<file path="config.mk">
export PLATFORM = sky130hd
export DESIGN_NAME = display_7seg_scan
export DESIGN_NICKNAME = d
export VERILOG_FILES = /design/src/rtl/disp7_pkg.sv /design/src/rtl/hex_to_7seg.sv /design/src/rtl/display_7seg_scan.sv
export SDC_FILE = /design/constraint.sdc
export NUM_CORES = 1
export LEC_CHECK = 0
export ABC_AREA = 1
export CORE_UTILIZATION = 54
export CTS_CLUSTER_DIAMETER = 120
export DETAILED_ROUTE_END_ITERATION = 7
export GPL_TIMING_DRIVEN = 0
export HOLD_SLACK_MARGIN = 0.12
export PLACE_DENSITY = 0.89
export SLEW_MARGIN = 20
export SYNTH_ARGS = -nofsm -noshare
export SYNTH_HDL_FRONTEND = slang
export SYNTH_SLANG_ARGS = --single-unit
</file>
<file path="constraint.sdc">
create_clock -name clk -period 2.5 [get_ports clk]
set_clock_uncertainty 0.15 [all_clocks]
set_input_delay 0.75 -clock clk [delete_from_list [all_inputs] [get_ports clk]]
set_output_delay 0.75 -clock clk [all_outputs]
set_load 0.1 [all_outputs]
</file>
<file path="src/rtl/disp7_pkg.sv">
// rtl/disp7_pkg.sv - segment codes and nibble decode shared by the 7-segment scan driver
// Segment codes are active-high and packed {a,b,c,d,e,f,g} with a in bit 6.
// Output polarity is applied by the top level, not here.
package disp7_pkg;

    localparam logic [6:0] SEG_0   = 7'b1111110;
    localparam logic [6:0] SEG_1   = 7'b0110000;
    localparam logic [6:0] SEG_2   = 7'b1101101;
    localparam logic [6:0] SEG_3   = 7'b1111001;
    localparam logic [6:0] SEG_4   = 7'b0110011;
    localparam logic [6:0] SEG_5   = 7'b1011011;
    localparam logic [6:0] SEG_6   = 7'b1011111;
    localparam logic [6:0] SEG_7   = 7'b1110000;
    localparam logic [6:0] SEG_8   = 7'b1111111;
    localparam logic [6:0] SEG_9   = 7'b1111011;
    localparam logic [6:0] SEG_A   = 7'b1110111;
    localparam logic [6:0] SEG_B   = 7'b0011111;
    localparam logic [6:0] SEG_C   = 7'b1001110;
    localparam logic [6:0] SEG_D   = 7'b0111101;
    localparam logic [6:0] SEG_E   = 7'b1001111;
    localparam logic [6:0] SEG_F   = 7'b1000111;
    localparam logic [6:0] SEG_OFF = 7'b0000000;

    function automatic logic [6:0] hex_decode(input logic [3:0] nibble);
        logic [6:0] code;
        code = SEG_OFF;
        case (nibble)
            4'h0: code = SEG_0;
            4'h1: code = SEG_1;
            4'h2: code = SEG_2;
            4'h3: code = SEG_3;
            4'h4: code = SEG_4;
            4'h5: code = SEG_5;
            4'h6: code = SEG_6;
            4'h7: code = SEG_7;
            4'h8: code = SEG_8;
            4'h9: code = SEG_9;
            4'hA: code = SEG_A;
            4'hB: code = SEG_B;
            4'hC: code = SEG_C;
            4'hD: code = SEG_D;
            4'hE: code = SEG_E;
            4'hF: code = SEG_F;
            default: code = SEG_OFF;
        endcase
        return code;
    endfunction

endpackage

</file>
<file path="src/rtl/hex_to_7seg.sv">
// rtl/hex_to_7seg.sv - combinational nibble to active-high abcdefg decoder
// Ports:
//   nibble  in  4  hex digit 0-F
//   seg     out 7  {a,b,c,d,e,f,g}, active-high, a = bit 6
module hex_to_7seg
    import disp7_pkg::*;
(
    input  logic [3:0] nibble,
    output logic [6:0] seg
);

    assign seg = hex_decode(nibble);

endmodule

</file>
<file path="src/rtl/display_7seg_scan.sv">
// rtl/display_7seg_scan.sv - time-multiplexed N-digit 7-segment scan driver with tear-free update
// Optional feature macro: LEADING_ZERO_BLANK_EN (auto-blank digits above the most
// significant nonzero nibble; digit 0 is never auto-blanked).
// Ports:
//   clk         in   1           system clock
//   reset       in   1           synchronous, active-high reset
//   load        in   1           1-cycle strobe: capture value/blank_mask/dp_mask
//   value       in   4*N         nibble i = digit i (digit 0 = rightmost)
//   blank_mask  in   N           1 = force digit i dark
//   dp_mask     in   N           1 = light decimal point of digit i
//   seg         out  7           {a,b,c,d,e,f,g}, a = bit 6, polarity per SEG_ACTIVE_LOW
//   dp          out  1           decimal point of active digit, polarity per SEG_ACTIVE_LOW
//   an          out  N           one-hot digit enable, polarity per AN_ACTIVE_LOW
//   digit_idx   out  IDX_W       digit currently driven
//   update_ack  out  1           1-cycle pulse: pending word became visible
module display_7seg_scan
    import disp7_pkg::*;
#(
    parameter int NUM_DIGITS     = 4,
    parameter int REFRESH_DIV    = 50000,
    parameter int SEG_ACTIVE_LOW = 1,
    parameter int AN_ACTIVE_LOW  = 1,
    localparam int IDX_W         = (NUM_DIGITS > 1) ? $clog2(NUM_DIGITS) : 1
)(
    input  logic                    clk,
    input  logic                    reset,
    input  logic                    load,
    input  logic [4*NUM_DIGITS-1:0] value,
    input  logic [NUM_DIGITS-1:0]   blank_mask,
    input  logic [NUM_DIGITS-1:0]   dp_mask,
    output logic [6:0]              seg,
    output logic                    dp,
    output logic [NUM_DIGITS-1:0]   an,
    output logic [IDX_W-1:0]        digit_idx,
    output logic                    update_ack
);

    localparam int VAL_W = 4 * NUM_DIGITS;
    localparam int PRE_W = $clog2(REFRESH_DIV);

    localparam logic                  SEG_INV    = (SEG_ACTIVE_LOW != 0);
    localparam logic                  AN_INV     = (AN_ACTIVE_LOW != 0);
    localparam logic [6:0]            SEG_IDLE   = {7{SEG_INV}};
    localparam logic [NUM_DIGITS-1:0] AN_IDLE    = {NUM_DIGITS{AN_INV}};
    localparam logic [PRE_W-1:0]      PRE_LAST   = PRE_W'(REFRESH_DIV - 1);
    localparam logic [IDX_W-1:0]      DIGIT_LAST = IDX_W'(NUM_DIGITS - 1);

    logic [PRE_W-1:0]      presc;
    logic                  terminal;
    logic                  boundary;

    logic [VAL_W-1:0]      pend_value;
    logic [NUM_DIGITS-1:0] pend_blank;
    logic [NUM_DIGITS-1:0] pend_dp;
    logic                  pend_valid;

    logic [VAL_W-1:0]      shadow_value;
    logic [NUM_DIGITS-1:0] shadow_blank;
    logic [NUM_DIGITS-1:0] shadow_dp;

    logic [NUM_DIGITS-1:0] auto_blank;
    logic [NUM_DIGITS-1:0] eff_blank;
    logic [VAL_W-1:0]      value_sel;
    logic [NUM_DIGITS-1:0] eff_blank_sel;
    logic [NUM_DIGITS-1:0] user_blank_sel;
    logic [NUM_DIGITS-1:0] dp_sel;
    logic [3:0]            cur_nibble;
    logic [6:0]            cur_code;
    logic [6:0]            seg_on;
    logic                  dp_on;
    logic [NUM_DIGITS-1:0] an_on;

    assign terminal = (presc == PRE_LAST);
    assign boundary = terminal && (digit_idx == DIGIT_LAST);

    // Slot timing: one digit per REFRESH_DIV clocks, wrap to digit 0 ends the frame.
    always_ff @(posedge clk) begin
        if (reset) begin
            presc     <= '0;
            digit_idx <= '0;
        end else if (terminal) begin
            presc     <= '0;
            digit_idx <= (digit_idx == DIGIT_LAST) ? '0 : digit_idx + 1'b1;
        end else begin
            presc <= presc + 1'b1;
        end
    end

    // Double buffer. A load coincident with the boundary lands in pending after the
    // old pending word has been promoted, so it waits a full frame.
    always_ff @(posedge clk) begin
        if (reset) begin
            pend_value   <= '0;
            pend_blank   <= '0;
            pend_dp      <= '0;
            pend_valid   <= 1'b0;
            shadow_value <= '0;
            shadow_blank <= '0;
            shadow_dp    <= '0;
            update_ack   <= 1'b0;
        end else begin
            update_ack <= 1'b0;
            if (boundary && pend_valid) begin
                shadow_value <= pend_value;
                shadow_blank <= pend_blank;
                shadow_dp    <= pend_dp;
                pend_valid   <= 1'b0;
                update_ack   <= 1'b1;
            end
            if (load) begin
                pend_value <= value;
                pend_blank <= blank_mask;
                pend_dp    <= dp_mask;
                pend_valid <= 1'b1;
            end
        end
    end

`ifdef LEADING_ZERO_BLANK_EN
    // Walk down from the top digit; everything above the first nonzero nibble goes dark.
    always_comb begin
        logic seen;
        seen       = 1'b0;
        auto_blank = '0;
        for (int i = NUM_DIGITS - 1; i >= 1; i--) begin
            if (shadow_value[4*i +: 4] != 4'h0) begin
                seen = 1'b1;
            end
            auto_blank[i] = !seen;
        end
    end
`else
    assign auto_blank = '0;
`endif

    assign eff_blank = shadow_blank | auto_blank;

    // Select the active digit's fields by shifting, so any NUM_DIGITS works.
    assign value_sel      = shadow_value >> {digit_idx, 2'b00};
    assign eff_blank_sel  = eff_blank >> digit_idx;
    assign user_blank_sel = shadow_blank >> digit_idx;
    assign dp_sel         = shadow_dp >> digit_idx;
    assign cur_nibble     = value_sel[3:0];

    hex_to_7seg u_dec (
        .nibble (cur_nibble),
        .seg    (cur_code)
    );

    // Auto-blanked digits keep their dp; only the explicit mask suppresses it.
    assign seg_on = eff_blank_sel[0] ? SEG_OFF : cur_code;
    assign dp_on  = dp_sel[0] && !user_blank_sel[0];
    // Ghost guard: the enable is dropped for the first cycle of every slot, which is
    // the cycle the registered segments still hold the previous digit.
    assign an_on  = terminal ? '0 : (NUM_DIGITS'(1) << digit_idx);

    always_ff @(posedge clk) begin
        if (reset) begin
            seg <= SEG_IDLE;
            dp  <= SEG_INV;
            an  <= AN_IDLE;
        end else begin
            seg <= seg_on ^ SEG_IDLE;
            dp  <= dp_on ^ SEG_INV;
            an  <= an_on ^ AN_IDLE;
        end
    end

endmodule

</file>
# [Word level (Yosys, flattened, before mapping)]
# Memory sizes are Yosys's and may differ from the RTL's.
# Index checks and enable logic that the tools add are counted.
[totals] mem_bits_rw=0 inputBits=27 wordCells=37 romBits=112 reg_bits=80 latch_bits=0 out_inout_bits=15 n_memories=1
[op_classes] multipliers=0 shift=4 n_bitwise=3 n_reduce_logical=6 magnitude_cmp=0 muxes=6 n_div=0 n_addsub=2 n_eq_ne=2
[mem_list] name="(no name shown)" words=16 width=7 rd=1 rd_ports_with_merged_regs=0 write_ports=0 line_no="disp7_pkg.sv:27" rtl="case (nibble)"
[op_table] operator="adder 16 x 1 -> 16 bit (second input constant)" count=1
[op_table] operator="equality test 16 bit (second input constant)" count=1
[op_table] operator=">> shifter 16 x 4 -> 4 bit" count=1
[op_table] operator=">> shifter 4 x 2 -> 1 bit" count=2
[op_table] operator="2-to-1 mux 7 bit" count=1
[op_table] operator="NOT 7 bit" count=1
[op_table] operator="2-to-1 mux 4 bit" count=1
[op_table] operator="NOT 4 bit" count=1
[op_table] operator="left shift 1 x 2 -> 4 bit (first input constant)" count=1
[op_table] operator="logical AND 1 bit" count=3
[op_table] operator="2-to-1 mux 1 bit" count=3
[op_table] operator="adder 2 x 1 -> 2 bit (second input constant)" count=1
[op_table] operator="equality test 2 bit (second input constant)" count=1
[op_table] operator="2-to-1 mux 2 bit" count=1
[op_table] operator="nonzero test 2 bit" count=1
[op_table] operator="OR reduction 2 bit" count=1
[op_table] operator="zero test 1 bit" count=1
[op_table] operator="NOT 1 bit" count=1

# [Logic depth before layout (Yosys ltp)]
[depth] word_depth=5 ltp_mapped=12 depth_no_buf=10

# [By module]
# From an unflattened synthesis, not the netlist that was laid out.
[hier_totals] hier_cells=496 area_unflattened_um2=3584.7
[modules_own_cells] module="display_7seg_scan" area_each_um2=3314.4 n_inst=1 cells_each=444 seq_area_each_um2=1601.5
[modules_own_cells] module="hex_to_7seg" area_each_um2=270.3 n_inst=1 cells_each=52 seq_area_each_um2=0.0

# [Worst setup path after synthesis]
# No wires, ideal clock.
[synth_timing] kind="reg-to-reg" from="register digit_idx[0]" to="register seg[3]" synth_period_minus_slack_ps=2556 required_time_ps=2226 slack_ps=-56 path_buffers=2 setup_ps=124 t_arrival_ps=2282 path_stages_with_launch=12 cell_sequence="dfxtp_1 buf_4 buf_2 nand2_1 o21ai_0 nand2_1 nand2_1 inv_1 ha_1 nand2_1 nand2_1 nand3_1"
[synth_via] elab_chain_cells=4 elab_cells_between_ends=5 cone_classes="shift: 2; mux: 1; bitwise: 1; memory: 1"
[synth_rtl] item="start, declared" line_no="display_7seg_scan.sv:34" rtl="output logic [IDX_W-1:0] digit_idx,"
[synth_rtl] item="start signal, assigned" line_no="display_7seg_scan.sv:83" rtl="digit_idx <= (digit_idx == DIGIT_LAST) ? '0 : digit_idx + 1'b1;"
[synth_rtl] item=">> shifter 16 x 4 -> 4 bit" line_no="display_7seg_scan.sv:139" rtl="assign value_sel = shadow_value >> {digit_idx, 2'b00};"
[synth_rtl] item="memory (16 x 7 bit)"
[synth_rtl] item="2-to-1 mux 7 bit (*)" line_no="display_7seg_scan.sv:151" rtl="assign seg_on = eff_blank_sel[0] ? SEG_OFF : cur_code;"
[synth_rtl] item="NOT 7 bit (no source line) (*)"
[synth_rtl] item="end signal, assigned" line_no="display_7seg_scan.sv:163" rtl="seg <= seg_on ^ SEG_IDLE;"
[synth_rtl] item="end, declared" line_no="display_7seg_scan.sv:31" rtl="output logic [6:0] seg,"
# Mark *: on every way between the ends. The rest lies on a longest branch, timed or not.
# A chain may end at the register's enable or synchronous reset.

# [Worst setup path after layout]
[layout_timing] from="register update_ack" to="output update_ack"
[layout_rtl] item="start, declared" line_no="display_7seg_scan.sv:35" rtl="output logic update_ack"
[layout_rtl] item="start signal, assigned" line_no="display_7seg_scan.sv:100" rtl="update_ack <= 1'b0;"
[layout_rtl] item="start signal, assigned" line_no="display_7seg_scan.sv:102" rtl="update_ack <= 1'b0;"
[layout_rtl] item="start signal, assigned" line_no="display_7seg_scan.sv:108" rtl="update_ack <= 1'b1;"
# No word-level cell between the ends.

==> out/results.ini <==
[outcome]
run_status=completed

[synthesis]
syn-num-nets=513
synth_common_cells=nand2_1 (91), dfxtp_1 (80), nor2_1 (80)
synth_seq_area_share_pct=45.2
yosysMostFrequentCell=nand2_1
yosysWarnings=0
yosysTopAreaCell=dfxtp_1
avgSynthCellArea_um2=7.46
synthesis.instances=475
netlist-cell-type-count=27
async_flop_share_pct=0
synth_area_leaders=dfxtp_1 (45%), nand2_1 (9.6%), nor2_1 (8.5%), a21oi_1 (5.2%), nand4_1 (4.9%)
synth_area_mm2=0.00354
ys_ff_latch=80
synth_top_cell_area_share_pct=45.2
synth_ff_type=dfxtp_1
synth_edf_count=0

[routing]
routed_wl_um=7490
via_count=3215
firstDrtPassIters=4
drt_iter0_markers=138
wl_per_cell_um=12.3
vias_per_cell=5.28
antenna_left=0
drc=0

[grt]
antenna_found_initial=0
overflow=0
grtUsageTotal_pct=23.3
grt_pass1_wl_um=13200
grt_max_degree=14
grt_pass1_vias=3026

[layout]
diodes=0
instances_no_fill=609
drive_gt1_share_pct=9.21
num-nets-final=565
fill_cells=530
synthToLayoutAreaGrowth_pct=19.4
finalInstanceArea_mm2=0.00423

[placed_design]
pre_cts_slack_ps=38.0
place_inst=593
dp_hpwl_um=5470
placed_area_mm2=0.00405
portBuffers=41
gp_congestion=0.878

[sta]
postLayoutSetupSlackWorst_ps=82.2
finalCritPeriodShare_pct=96.7
finalSetupViolCount=0
rsz0062_at_grt=no
relSlewSlack_pct=35.0
worstMarginPinSlew_ps=979
setup_tns_ps=0
fin_crit_ps=2420
slew_viol_final=0
hold_viol_final=0
timing.fmax_mhz=414

[clock_tree]
clock_latency_ps=350
clockBufferDepth=2
cts-buffers-inserted=9
cts_tree=done
htree_num_levels=3
postCtsHoldBufs=0
clk_pin_slew_ps=80
cts_root_buffer=clkbuf_8
cts_sinks=80
postCtsSetupBuffers=0

[flow_run]
maxCapViolations=0

[pwr]
power.leakage_uw=0.00160
power_density_mw_per_mm2=583
ir_drop_mv=0.459

[floorplanning]
die-height_um=83.0
die_w_um=83.0
pin_count=42
row_count=29
initial_core_util_pct=55.8
design.die.area_mm2=0.00689
coreArea_mm2=0.00635

[min_path]
min_delay_path_depth=1
hp-class=register to register

[setup_path]
critPathKind=register to primary output
path_buf_inv=1
crit_slowest_cell=dlygate4sd2_1
worstRegToRegCells=12
cp.required_ps=1600
cp-end-kind=primary output
critical_path.cell_chain=dlygate4sd2_1
cp-start-kind=register
crit_arrival_ps=1520
cpLargestDelayFamily=buffers and inverters
cp_slowest_stage_delay_ps=860
cp.depth=1
crit_fanout=1

==> cells in the final DEF (no fill, tap or decap) <==
cell and instances:
bufinv_16 1, o21ai_0 31, buf_1 1, nor2_2 3
buf_2 4, o22ai_1 1, buf_6 2, nand3_1 27
nor2_1 80, o211ai_1 1, nor2_4 2, clkdlybuf4s50_1 26
buf_12 3, nand2_2 4, buf_4 4, a21oi_1 37
clkinv_2 2, xor2_1 4, inv_1 30, nand3_2 2
dfxtp_1 79, clkbuf_1 11, nand4_1 28, dfxtp_2 1
nand2_1 91, clkinvlp_4 1, dlygate4sd2_1 13, o21ai_1 2
ha_1 11, clkdlybuf4s15_2 1, inv_2 6, clkinv_4 1
clkbuf_2 2, clkbuf_8 10, a31oi_1 1, nor3_1 9
==> worst register-to-register path, stage by stage (launching register included) <==
cell and delay, ps:
dfxtp_2 370, buf_4 160, inv_2 40, buf_4 170
nand2_1 70, nand3_1 60, nand2_1 210, inv_1 130
ha_1 200, inv_1 80, nor2_1 60, o21ai_0 170
nand2_1 70
==> logic make-up (layout without fill, tap and decap cells) <==
logic type                 Yosys count  in the layout  synth area share, %
DFF                                 80             80                 45.2
buffers and inverters               61            118                 8.87
xor gates and xnor gates             4              4                0.989
AOI/OAI and AO/OA                   73             73                 10.5
and+or+nand+nor                    246            246                 30.6
adders and majority gates           11             11                 3.89
==> area by class of cell <==
cell class | count | area [um2] | area share [%]
Multi-Input combinational cell | 334 | 1630 | 38.5
Sequential cell | 80 | 1600 | 37.9
Timing Repair Buffer | 41 | 390 | 9.23
Buffer | 25 | 179 | 4.23
Clock buffer | 11 | 141 | 3.34
Inverter | 36 | 135 | 3.20
Tap cell | 77 | 96.3 | 2.28
Clock inverter | 5 | 56.3 | 1.33
==> final timing paths <==
kind	from	endpoint	slack, ps
hold reg to reg	presc[0]	presc[0]	300
hold / removal	presc[0]	presc[0]	300
setup reg to reg	digit_idx[0]	seg[1]	420
setup / recovery	update_ack	update_ack	80
==> power by group <==
part	switching, uW	internal, uW	leakage (uW)
Combinational	117	69.8	0.000848
Sequential	17.7	1310	0.000655
Clock	461	487	0.0000993
Total	596	1870	0.00160
==> routing by layer <==
metal  wire length, um  GRT usage [%]
met1              3540           30.7
met2              3450           37.0
met3               364           5.57
met4               133           9.09
met5                 0              0
==> registers in the layout, indices dropped and copies added, names as in the netlist, 4 cells and up <==
signal and count:
pend_value 16, shadow_value 16, an 4, shadow_dp 4, presc 16, eff_blank 4, seg 7, pend_dp 4
pend_blank 4
==> per-stage QoR <==
stage	hold slack, ps	total power [uW]	utilization, %
floorplan	268	1470	-
global placement	280	1540	63.8
detailed placement	291	1550	63.8
CTS	305	2480	66.7
global route	328	2560	66.6
finish	300	2460	66.6
==> timing repair <==
action | CTS | global route
endpoints found under the setup margin | 15 | 1
gates cloned | 0 | 0
resized for setup | 18 | 1
No activity file was read; power rests on OpenSTA's default activity.
